===== config.mk =====
export PLATFORM = sky130hd
export DESIGN_NAME = thumb_fetch_sequencer
export DESIGN_NICKNAME = d
export VERILOG_FILES = /design/src/rtl/thumb_fetch_sequencer.sv
export SDC_FILE = /design/constraint.sdc
export NUM_CORES = 1
export LEC_CHECK = 0
export BUFFER_PORTS_ARGS = -buffer_cell sky130_fd_sc_hd__buf_4
export CAP_MARGIN = 20
export CORE_MARGIN = 1
export CORE_UTILIZATION = 25
export DETAILED_ROUTE_END_ITERATION = 10
export PLACE_DENSITY_LB_ADDON = 0.2
export SLEW_MARGIN = 20
export SYNTH_ARGS = -nofsm -noshare
export SYNTH_HDL_FRONTEND = slang
export SYNTH_SLANG_ARGS = --single-unit

===== constraint.sdc =====
create_clock -name clk -period 4.63 [get_ports clk]
set_input_delay 0.6945 -clock clk [delete_from_list [all_inputs] [get_ports clk]]
set_output_delay 0.6945 -clock clk [all_outputs]
set_load 0.01 [all_outputs]

===== src/rtl/thumb_fetch_sequencer.sv =====
// Thumb fetch sequencer: buffers one fetch word and issues it to the decoder, either as one
// ARM instruction or as two transcoded Thumb halfwords.
// Optional feature macro: THUMB_BL_FUSE_EN enables BL prefix/suffix fusion and orphan reporting.
module thumb_fetch_sequencer #(
    parameter int ADDR_W = 32
) (
    input  logic              clk,
    input  logic              rst_n,
    input  logic              thumb_mode,
    input  logic              flush,
    input  logic [ADDR_W-1:0] flush_pc,
    input  logic              ifq_valid,
    output logic              ifq_ready,
    input  logic [31:0]       ifq_data,
    input  logic [ADDR_W-1:0] ifq_addr,
    output logic [15:0]       xc_thumb,
    input  logic [31:0]       xc_arm,
    output logic              dec_valid,
    input  logic              dec_ready,
    output logic [31:0]       dec_code,
    output logic [ADDR_W-1:0] dec_pc,
    output logic              dec_thumb_bl,
    output logic              err_orphan_bl
);

    typedef enum logic [1:0] {S_EMPTY, S_LO, S_HI, S_ARM} state_t;

    state_t            state_q, state_d;
    logic [31:0]       buf_q, buf_d;
    logic [ADDR_W-1:0] addr_q, addr_d;
    logic              skip_lo_q, skip_lo_d;

    logic              bl_pend_q;
    logic [10:0]       hi11_q;
    logic [ADDR_W-1:0] blpc_q;

    logic              in_thumb, last_item, hw_prefix, hw_suffix;
    logic              orphan_hw, prefix_take, fuse_beat, issue;
    logic              fire, consume, accept, arm_orphan;
    logic [15:0]       hw;
    logic [ADDR_W-1:0] hw_pc;
    logic [21:0]       bl_off;
    logic              unused_flush_pc;

    // Only bit 1 of the restart PC matters: it picks the start halfword of the next word.
    assign unused_flush_pc = ^{flush_pc[ADDR_W-1:2], flush_pc[0]};

    assign in_thumb  = (state_q == S_LO) || (state_q == S_HI);
    assign last_item = (state_q == S_HI) || (state_q == S_ARM);
    assign hw        = (state_q == S_HI) ? buf_q[31:16] : buf_q[15:0];
    assign hw_pc     = (state_q == S_HI) ? addr_q + ADDR_W'(2) : addr_q;
    assign xc_thumb  = in_thumb ? hw : 16'h0000;

`ifdef THUMB_BL_FUSE_EN
    assign hw_prefix = in_thumb && (hw[15:11] == 5'b11110);
    assign hw_suffix = in_thumb && (hw[15:11] == 5'b11111);
`else
    assign hw_prefix = 1'b0;
    assign hw_suffix = 1'b0;
`endif

    // A pending prefix followed by anything but a suffix is dropped; that cycle issues nothing.
    assign orphan_hw   = in_thumb && bl_pend_q && !hw_suffix;
    assign prefix_take = !flush && hw_prefix && !bl_pend_q;
    assign fuse_beat   = in_thumb && bl_pend_q && hw_suffix;
    assign issue       = (state_q == S_ARM) || (in_thumb && !orphan_hw && !hw_prefix);

    assign dec_valid  = issue && !flush;
    assign fire       = dec_valid && dec_ready;
    assign consume    = fire || prefix_take;
    assign ifq_ready  = (state_q == S_EMPTY) || (consume && last_item);
    assign accept     = ifq_valid && ifq_ready && !flush;
    assign arm_orphan = accept && !thumb_mode && (bl_pend_q || prefix_take);

    assign bl_off        = {hi11_q, hw[10:0]};
    assign dec_thumb_bl  = fuse_beat;
    assign err_orphan_bl = !flush && (orphan_hw || arm_orphan);

    // Decoder-side instruction and PC selection.
    always_comb begin
        dec_code = 32'h0;
        dec_pc   = '0;
        case (state_q)
            S_ARM: begin
                dec_code = buf_q;
                dec_pc   = addr_q;
            end
            S_LO, S_HI: begin
                if (fuse_beat) begin
                    dec_code = {8'hEB, {2{bl_off[21]}}, bl_off};
                    dec_pc   = blpc_q;
                end else begin
                    dec_code = xc_arm;
                    dec_pc   = hw_pc;
                end
            end
            default: ;
        endcase
    end

    // Buffer and state sequencing: consume advances, accept reloads, flush overrides both.
    always_comb begin
        state_d   = state_q;
        buf_d     = buf_q;
        addr_d    = addr_q;
        skip_lo_d = skip_lo_q;
        if (flush) begin
            state_d   = S_EMPTY;
            skip_lo_d = flush_pc[1];
        end else begin
            if (consume) begin
                case (state_q)
                    S_LO:        state_d = S_HI;
                    S_HI, S_ARM: state_d = S_EMPTY;
                    default:     ;
                endcase
            end
            if (accept) begin
                buf_d     = ifq_data;
                addr_d    = ifq_addr;
                skip_lo_d = 1'b0;
                if (!thumb_mode)    state_d = S_ARM;
                else if (skip_lo_q) state_d = S_HI;
                else                state_d = S_LO;
            end
        end
    end

    // Sequencer registers.
    always_ff @(posedge clk or negedge rst_n) begin
        if (!rst_n) begin
            state_q   <= S_EMPTY;
            buf_q     <= 32'h0;
            addr_q    <= '0;
            skip_lo_q <= 1'b0;
        end else begin
            state_q   <= state_d;
            buf_q     <= buf_d;
            addr_q    <= addr_d;
            skip_lo_q <= skip_lo_d;
        end
    end

`ifdef THUMB_BL_FUSE_EN
    logic              bl_pend_d;
    logic [10:0]       hi11_d;
    logic [ADDR_W-1:0] blpc_d;

    // Pending-BL tracking: capture prefix, clear on fused fire, orphan or flush.
    always_comb begin
        bl_pend_d = bl_pend_q;
        hi11_d    = hi11_q;
        blpc_d    = blpc_q;
        if (flush) begin
            bl_pend_d = 1'b0;
        end else begin
            if (prefix_take) begin
                bl_pend_d = 1'b1;
                hi11_d    = hw[10:0];
                blpc_d    = hw_pc;
            end
            if (orphan_hw || (fuse_beat && fire) || arm_orphan)
                bl_pend_d = 1'b0;
        end
    end

    // Pending-BL registers.
    always_ff @(posedge clk or negedge rst_n) begin
        if (!rst_n) begin
            bl_pend_q <= 1'b0;
            hi11_q    <= 11'h0;
            blpc_q    <= '0;
        end else begin
            bl_pend_q <= bl_pend_d;
            hi11_q    <= hi11_d;
            blpc_q    <= blpc_d;
        end
    end
`else
    assign bl_pend_q = 1'b0;
    assign hi11_q    = 11'h0;
    assign blpc_q    = '0;
`endif

endmodule


==> flow_summary.json, run 1 <==
{
  "cts.clk_slew.worst_paths_ns": 0.06,
  "synth_xor_area_share_pct": 0.5985,
  "cts_root_buf": "clkbuf_16",
  "max_slew.worst_pin.slew_ns": 0.9634,
  "drv_cap": 0,
  "gp_congestion": 0.7778,
  "synth_top_family_by_area": "multiplexers",
  "drive_gt1_share_pct": 44.80,
  "fill_cells": 1817,
  "dp_cells": 834,
  "min_period_ns": 3.783,
  "rr_endpoint": "addr_q[23]$_DFFE_PN0P_",
  "wl_mm": 13.84,
  "r2r_setup_slack_ns": 1.34,
  "htree_num_levels": 3,
  "area_delta_synth_final_pct": 41.92,
  "cp_max_fo": 21,
  "cts_resized": 0,
  "yosys.area_share.simple_pct": 18.38,
  "grt_max_degree": 68,
  "preCtsSetupSlack_ns": 1.142,
  "cts_buffer_depth": 2,
  "drt_iter0_drc": 136,
  "synthFlopType": "dfrtp_1",
  "antenna_found_initial": 0,
  "tns_ns": 0,
  "place_area_mm2": 0.005917,
  "hold_class": "in2async",
  "die_width_um": 134.5,
  "cellPowerDensity_mw_per_mm2": 631.3,
  "firstDrtPassIters": 7,
  "critical_path_required_ns": 3.94,
  "grt_pass1_wl_mm": 22.34,
  "r2r-start": "state_q[1]$_DFFE_PN0P_",
  "grt_pass1_vias": 4256,
  "synth_mux_area_share_pct": 20.78,
  "ys_ff_latch": 67,
  "setup_violations": 0,
  "violations": "DRC",
  "synthAdderAreaFrac_pct": 1.425,
  "cts_inserted_buffers": 9,
  "critPathArrivalTime_ns": 3.09,
  "reg2reg_depth": 8,
  "ys_seq_area_share_pct": 38.19,
  "vias": 4175,
  "synth_most_common_cell": "dfrtp_1",
  "routed_via_density": 4.912,
  "rows": 48,
  "start_util_pct": 25.47,
  "synth_compound_area_share_pct": 15.22,
  "final_hold_viol_count": 0,
  "hold_buffers": 0,
  "cts_tree": "done",
  "io_buffer_count": 184,
  "netlist_instances": 454,
  "grt-ovfl-total": 0,
  "num_io_pins": 218,
  "end_kind": "output pin",
  "synth_area_leader_cell": "dfrtp_1",
  "detail-route-antenna-nets": 0,
  "synth_area_leaders": "dfrtp_1, mux2_2, a22oi_1",
  "drcViolationCount": 1,
  "core_area_mm2": 0.01724,
  "synth_edf_count": 0,
  "synth_top_cell_area_share_pct": 38.19,
  "grtUsageTotal_pct": 15.98,
  "start_kind": "register",
  "design_area_mm2": 0.006231,
  "clk_latency_ns": 0.34,
  "vdd_drop_max_mv": 0.2432,
  "crit_type": "reg2out",
  "cts.sinks": 67,
  "postSynthAreaPerCell_um2": 9.671,
  "hpwl_mm": 10.02,
  "slew_viol_final": 0,
  "wl_per_cell_um": 16.28,
  "finClkSkew_ns": 0.004308,
  "synth_commonest_cells": "dfrtp_1, mux2_2, nor2_1",
  "synth.distinct_cells": 57,
  "layout_setup_ws_ns": 0.8471,
  "rsz0062_at_grt": "no",
  "diodes": 0,
  "synthArstFlopShare_pct": 100.0,
  "total_power_w": 0.003934,
  "mappedNetlistArea_mm2": 0.004390,
  "yosysWarnings": 0,
  "postCtsSetupBuffers": 0,
  "outcome": "finished, violations left",
  "die_h_um": 134.5,
  "fin_crit_sh_pct": 81.70,
  "die_area_mm2": 0.01810,
  "max_freq_ghz": 0.2643,
  "maxSlewHeadroom_pct": 35.64,
  "p_leak_nw": 2.807,
  "final_cells": 850,
  "nets": 759
}
==> worst max-delay path, stage by stage (launching register included) <==
cell     delay [ns]
dfrtp_1        0.41
inv_1          0.11
ha_2           0.57
nor2b_1        0.82
nand4_1        0.28
o31ai_1        0.37
buf_4          0.19
==> registers in the layout, indices dropped and copies added (netlist names) <==
signal	flops
addr_q	32
buf_q	32
state_q	2
skip_lo_q	1
==> worst max-delay path by stage <==
| stage | startpoint | endpoint | slack (ns) |
|---|---|---|---|
| 2_1_floorplan | state_q[1]$_DFFE_PN0P_ | dec_pc[29] | 2.00 |
| 3_3_place_gp | state_q[1]$_DFFE_PN0P_ | dec_pc[29] | 1.19 |
| 6_report | state_q[1]$_DFFE_PN0P_ | dec_pc[29] | 0.85 |
| 4_1_cts | state_q[1]$_DFFE_PN0P_ | dec_pc[29] | 0.75 |
| 5_1_grt | state_q[0]$_DFFE_PN0P_ | dec_pc[29] | 0.51 |
| 3_5_place_dp | state_q[1]$_DFFE_PN0P_ | dec_pc[29] | 1.14 |
==> cell type report <==
| cell class | count | area (µm²) | area share [%] |
|---|---|---|---|
| multi-input combinational | 341 | 2491 | 39.98 |
| sequential | 67 | 1677 | 26.91 |
| clock buffer | 12 | 266.5 | 4.277 |
| timing repair buffer | 190 | 1426 | 22.89 |
| clock inverter | 4 | 47.55 | 0.7631 |
| tap | 225 | 281.5 | 4.518 |
| inverter | 11 | 41.29 | 0.6627 |
==> placed cells by master, fill, tap and decap left out, types with 2 or more instances in the layout <==
cell / n
dfrtp_1: 67
and3_1: 2
or3_1: 2
nand4_1: 9
ha_1: 2
inv_1: 11
nor3_1: 6
buf_4: 190
clkinv_2: 2
o211a_1: 2
clkbuf_8: 3
nor2b_1: 18
nor2_1: 44
nand2b_1: 3
xor2_1: 3
a21oi_1: 11
o41ai_1: 3
o311ai_0: 7
conb_1: 2
a31oi_1: 6
nand2_1: 34
and4_1: 2
nor4_4: 2
mux2_2: 62
clkbuf_16: 9
nand3_1: 15
mux2i_1: 18
mux2_1: 3
a22oi_1: 35
ha_2: 3
o21ai_0: 18
o211ai_1: 4
o31ai_1: 2
==> per-layer routing <==
layer,global-route usage [%],wire length [µm],part of all wire (%)
met1,20.24,6149,44
met4,4.370,122,0.88
met3,5.068,1059,7.7
met2,26.11,6507,47
met5,0,0,0
==> report_power, final <==
part           total, W  internal (W)  switching, W
clock network  0.000716      0.000459      0.000257
logic           0.00199      0.000997      0.000989
registers       0.00123      0.000880      0.000352
total           0.00393       0.00234       0.00160
==> cells by family after synthesis <==
| kind of cell | after synthesis |
|---|---|
| multiplexers | 83 |
| other | 1 |
| AO/OA/AOI/OAI | 97 |
| buffers and inverters | 47 |
| AND/OR/NAND/NOR | 151 |
| adder cells (fa/ha/maj) | 5 |
| flip-flops | 67 |
| XOR/XNOR | 3 |
==> through the flow <==
| step | hold slack [ns] | utilization [%] |
|---|---|---|
| finish | 0.4814 | 36.15 |
| global route | 0.5465 | 36.15 |
| CTS | 0.5227 | 36.15 |
| detailed placement | 0.5112 | 34.33 |
| global placement | 0.4903 | 34.33 |
| floorplan | 0.3989 | - |
Power figures use the tool's default switching activity.
==> run 2, diff against run 1 <==
==> constraint.sdc (replaced) <==
create_clock -name clk -period 3.6 [get_ports clk]
set_input_delay 0.54 -clock clk [delete_from_list [all_inputs] [get_ports clk]]
set_output_delay 0.54 -clock clk [all_outputs]
set_load 0.01 [all_outputs]
==> run 2 against run 1 <==
Effect of this change:
- the flow now finishes without violations
- clock skew is 0.00086 ns lower
- critical path depth unchanged
- combinational power up 29%
- flip-flop and latch count stayed put
- register-to-register slack worse by 0.04 ns
- core utilization decreased by 0.094 points
- clock power grew 11%
- critical endpoint is now dec_pc[31]
- highest routed layer unchanged
==> flow_summary.json, run 2 (same netlist as run 1, synthesis figures left out) <==
{
  "tns_ns": 0,
  "cts_inserted_buffers": 9,
  "layout_setup_ws_ns": 0.2971,
  "wl_per_cell_um": 16.19,
  "rr_endpoint": "buf_q[17]$_DFFE_PN0P_",
  "grt_pass1_wl_mm": 22.00,
  "die_area_mm2": 0.01810,
  "min_period_ns": 3.303,
  "grt_max_degree": 68,
  "mostFrequentLayoutCells": "buf_4, dfrtp_1, mux2_2",
  "hold_buffers": 0,
  "routed_via_density": 4.888,
  "cts_tree": "done",
  "vias": 4174,
  "cts_resized": 0,
  "cts.sinks": 67,
  "max_freq_ghz": 0.3028,
  "area_delta_synth_final_pct": 41.55,
  "drv_cap": 0,
  "drcViolationCount": 0,
  "cp-startpoint": "state_q[1]$_DFFE_PN0P_",
  "cellPowerDensity_mw_per_mm2": 797.3,
  "cts.clk_slew.worst_paths_ns": 0.05,
  "vdd_drop_max_mv": 0.2802,
  "r2r_setup_slack_ns": 1.30,
  "grt-ovfl-total": 0,
  "final_hold_viol_count": 0,
  "crit_type": "reg2out",
  "slew_viol_final": 0,
  "outcome": "complete, no violations",
  "num_io_pins": 218,
  "start_util_pct": 25.47,
  "clk_latency_ns": 0.33,
  "reg.largest.list": "addr_q x32, buf_q x32, state_q x2",
  "total_power_w": 0.004955,
  "final_common_cell": "buf_4",
  "core_area_mm2": 0.01724,
  "p_leak_nw": 2.807,
  "start_kind": "register",
  "nets": 763,
  "diodes": 0,
  "grt_pass1_vias": 4204,
  "place_area_mm2": 0.005959,
  "design_area_mm2": 0.006215,
  "preCtsSetupSlack_ns": 0.6450,
  "cp-endpoint": "dec_pc[31]",
  "reg2reg_depth": 7,
  "end_kind": "output pin",
  "drt_iter0_drc": 196,
  "grtUsageTotal_pct": 15.68,
  "htree_num_levels": 3,
  "final_core_util_pct": 36.06,
  "rsz0062_at_grt": "no",
  "postCtsSetupBuffers": 0,
  "setup_violations": 0,
  "critPathArrivalTime_ns": 2.76,
  "maxSlewHeadroom_pct": 40.96,
  "hold_class": "in2async",
  "drive_gt1_share_pct": 44.52,
  "finClkSkew_ns": 0.003447,
  "max_slew.worst_pin.slew_ns": 0.8855,
  "critical_path_required_ns": 3.06,
  "firstDrtPassIters": 4,
  "rows": 48,
  "antenna_found_initial": 0,
  "r2r-start": "state_q[1]$_DFFE_PN0P_",
  "die_h_um": 134.5,
  "fin_crit_sh_pct": 91.75,
  "cp_max_fo": 17,
  "cts_buffer_depth": 2,
  "detail-route-antenna-nets": 0,
  "hpwl_mm": 9.982,
  "io_buffer_count": 184,
  "gp_congestion": 0.7714,
  "wl_mm": 13.83,
  "cts_root_buf": "clkbuf_16",
  "die_width_um": 134.5
}
## run 2: changes by cell type in the layout (fill, tap and decap cells not counted), sizes merged
cell,previous run,this run
bufinv,1,0
buf,190,194
clkinvlp,1,0
clkinv,2,3
clkbuf,12,13
## run 2: area by class of cell
type / instances / area [µm²]
clock buffers: 13 / 240.2
multi-input cells: 341 / 2491
repair buffers: 194 / 1469
well taps: 225 / 281.5
flip-flops and latches: 67 / 1677
fillers: 1771 / 11020
inverters: 11 / 41.29
clock inverters: 3 / 15.01
## run 2: per-stage QoR
step                hold WS [ns]  std cells
floorplan                 0.2444        455
global route              0.4100        854
finish                    0.3317        854
CTS                       0.3635        854
detailed placement        0.4977        838
global placement          0.4908        838
## run 2: critical path: stages, from the launching register on
cell	delay, ns
dfrtp_1	0.41
inv_1	0.11
ha_2	0.52
nand2_1	0.42
or4b_1	0.62
o21ai_1	0.18
buf_4	0.15
## run 2: worst min path at each step
stage                     slack [ns]                endpoint  depth (start not counted)
after detailed placement        0.50   addr_q[0]$_DFFE_PN0P_                          1
after global placement          0.49   addr_q[0]$_DFFE_PN0P_                          1
after global routing            0.41  addr_q[22]$_DFFE_PN0P_                          1
after CTS                       0.36  addr_q[22]$_DFFE_PN0P_                          1
after floorplan                 0.24   addr_q[0]$_DFFE_PN0P_                          0
final                           0.33  addr_q[22]$_DFFE_PN0P_                          1
## run 2: layer usage
metal	vias up	track usage, %	part of all wire, %
met3	12	3.529	7.3
met4	0	5.618	1.2
met2	189	26.42	48
li1	1998	-	-
met5	-	0	0
met1	1975	19.62	43
## run 2: where the power goes
| group | internal [W] | leakage (nW) | switching, W | total, W |
|---|---|---|---|---|
| registers | 0.00113 | 0.789 | 0.000458 | 0.00159 |
| logic | 0.00129 | 1.89 | 0.00128 | 0.00257 |
| clock network | 0.000464 | 0.127 | 0.000331 | 0.000794 |
==> run 3, diff against run 2 <==
--- a/config.mk
+++ b/config.mk
@@ -8,7 +8,7 @@
 export BUFFER_PORTS_ARGS = -buffer_cell sky130_fd_sc_hd__buf_4
 export CAP_MARGIN = 20
 export CORE_MARGIN = 1
-export CORE_UTILIZATION = 25
+export CORE_UTILIZATION = 35
 export DETAILED_ROUTE_END_ITERATION = 10
 export PLACE_DENSITY_LB_ADDON = 0.2
 export SLEW_MARGIN = 20
==> run 3 against run 2 <==
Effect of this change:
- total power hardly changed
- first-iteration DRC count up 49%
- worst setup slack got worse by 0.0063 ns
- clock-buffer cell count down 1
- critical endpoint is now dec_pc[29]
- largest power group unchanged
- critical path type unchanged
- fmax is 0.19% lower
- cell area fell by 0.85%
- critical path depth increased by 2
- worst hold slack got worse by 0.0079 ns
==> flow_summary.json, run 3 (same netlist as run 1, synthesis figures left out) <==
{
  "outcome": "complete, no violations",
  "nets": 762,
  "crit_top_cell": "nand3_1",
  "crit_path_max_incr_delay_ns": 0.54,
  "fin_crit_sh_pct": 91.92,
  "num_io_pins": 218,
  "max_freq_ghz": 0.3022,
  "rows": 40,
  "min_period_ns": 3.309,
  "core_area_mm2": 0.01211,
  "grt-ovfl-total": 0,
  "hold_class": "in2async",
  "critical_path_required_ns": 3.06,
  "worst-path-buf-inv": 2,
  "final_common_cell": "buf_4",
  "crit_slowest_cell": "nor2_1",
  "layout_setup_ws_ns": 0.2908,
  "firstDrtPassIters": 4,
  "diodes": 0,
  "grt_pass1_vias": 4048,
  "fill_cells": 1146,
  "grt_pass1_wl_mm": 20.71,
  "start_kind": "register",
  "grtUsageTotal_pct": 20.40,
  "io_buffer_count": 184,
  "cts_tree": "done",
  "cts_buffer_depth": 2,
  "cp_top_family": "simple AND/OR/NAND/NOR gates",
  "routed_via_density": 5.201,
  "grt_max_degree": 68,
  "cts_resized": 0,
  "detail-route-antenna-nets": 0,
  "cts.sinks": 67,
  "end_kind": "output pin",
  "wl_per_cell_um": 16.50,
  "cts_inserted_buffers": 9,
  "tns_ns": 0,
  "preCtsSetupSlack_ns": 0.5101,
  "cts_root_buf": "clkbuf_16",
  "drv_cap": 0,
  "hpwl_mm": 9.346,
  "drcViolationCount": 0,
  "final_hold_viol_count": 0,
  "setup_violations": 0,
  "start_util_pct": 36.25,
  "cellPowerDensity_mw_per_mm2": 804.5,
  "die_area_mm2": 0.01300,
  "finClkSkew_ns": 0.003308,
  "postCtsSetupBuffers": 0,
  "drt_iter0_drc": 293,
  "final_core_util_pct": 50.88,
  "mostFrequentLayoutCells": "buf_4, dfrtp_1, mux2_2",
  "htree_num_levels": 3,
  "clk_latency_ns": 0.33,
  "wl_mm": 13.13,
  "slew_viol_final": 0,
  "gp_congestion": 0.8075,
  "path_cells": "inv_1 > ha_2 > nand3_1 > nor2_1 > nand3_1 > o311ai_0 > o31ai_1 > buf_4",
  "cts.clk_slew.worst_paths_ns": 0.06,
  "crit_type": "reg2out",
  "vdd_drop_max_mv": 0.3210,
  "cp_max_fo": 11,
  "p_leak_nw": 2.812,
  "vias": 4140,
  "reg.largest.list": "addr_q x32, buf_q x32, state_q x2",
  "area_delta_synth_final_pct": 40.35,
  "die_h_um": 114,
  "antenna_found_initial": 0,
  "maxSlewHeadroom_pct": 39.39,
  "max_slew.worst_pin.slew_ns": 0.9091,
  "critPathArrivalTime_ns": 2.77,
  "rsz0062_at_grt": "no",
  "drive_gt1_share_pct": 44.90,
  "hold_buffers": 0,
  "die_width_um": 114
}
-- run 3: changes by cell type in the layout (fill, tap and decap cells not counted) --
cell	change
clkbuf_1	-3
clkbuf_8	+2
clkinvlp_4	+2
buf_4	-1
clkinv_2	-1
ha_1	+1
ha_2	-1
nand2_1	-1
nand2_2	+1
-- run 3: metrics by stage --
step	std cells	cell area [µm²]	hold WS [ns]	power, W
after CTS	796	6160	0.3707	0.005005
after global placement	780	5878	0.4891	0.004101
after global routing	796	6162	0.4036	0.005325
final	796	6162	0.3238	0.004958
after detailed placement	780	5878	0.5068	0.004149
after floorplan	455	4394	0.2444	0.003078
-- run 3: final timing paths --
path / startpoint / endpoint / slack (ns) / depth (start not counted)
worst max-delay path: state_q[0]$_DFFE_PN0P_ / dec_pc[29] / 0.29 / 8
worst min-delay path: rst_n / addr_q[20]$_DFFE_PN0P_ / 0.32 / 1
worst max register to register: state_q[1]$_DFFE_PN0P_ / addr_q[20]$_DFFE_PN0P_ / 0.70 / 7
worst min register to register: addr_q[0]$_DFFE_PN0P_ / addr_q[0]$_DFFE_PN0P_ / 0.51 / 1
max in group asynchronous: rst_n / buf_q[15]$_DFFE_PN0P_ / 2.66 / 1
min in group clk: ifq_addr[22] / addr_q[22]$_DFFE_PN0P_ / 0.42 / 2
-- run 3: layer usage --
metal	GRT usage [%]	part of all wire, %	vias to the layer above
met5	0	0	-
met4	5.022	0.85	0
met3	6.482	8.3	14
met2	34.63	48	175
met1	25.07	43	1955
li1	-	-	1996
-- run 3: area by class of cell --
class | instances | area (µm²) | area share (%)
inverter | 11 | 41.29 | 0.6701
sequential | 67 | 1677 | 27.21
tap | 168 | 210.2 | 3.411
clock buffer | 12 | 256.5 | 4.162
multi-input combinational | 341 | 2491 | 40.43
clock inverter | 4 | 25.02 | 0.4061
timing repair buffer | 193 | 1461 | 23.72
-- run 3: worst reg2reg max path, delay by kind of cell, from the launching register on --
family                     cells  cell delay [ns]
muxes                          1             0.41
adders and majority gates      1             0.49
buffers and inverters          2             0.47
AOI/OAI and AO/OA              1             0.31
DFF                            1             0.42
and+or+nand+nor                2             0.69
-- run 3: where the power goes --
part	switching [W]	internal, W
logic	0.00126	0.00129
registers	0.000451	0.00113
clock network	0.000326	0.000501
total	0.00203	0.00292
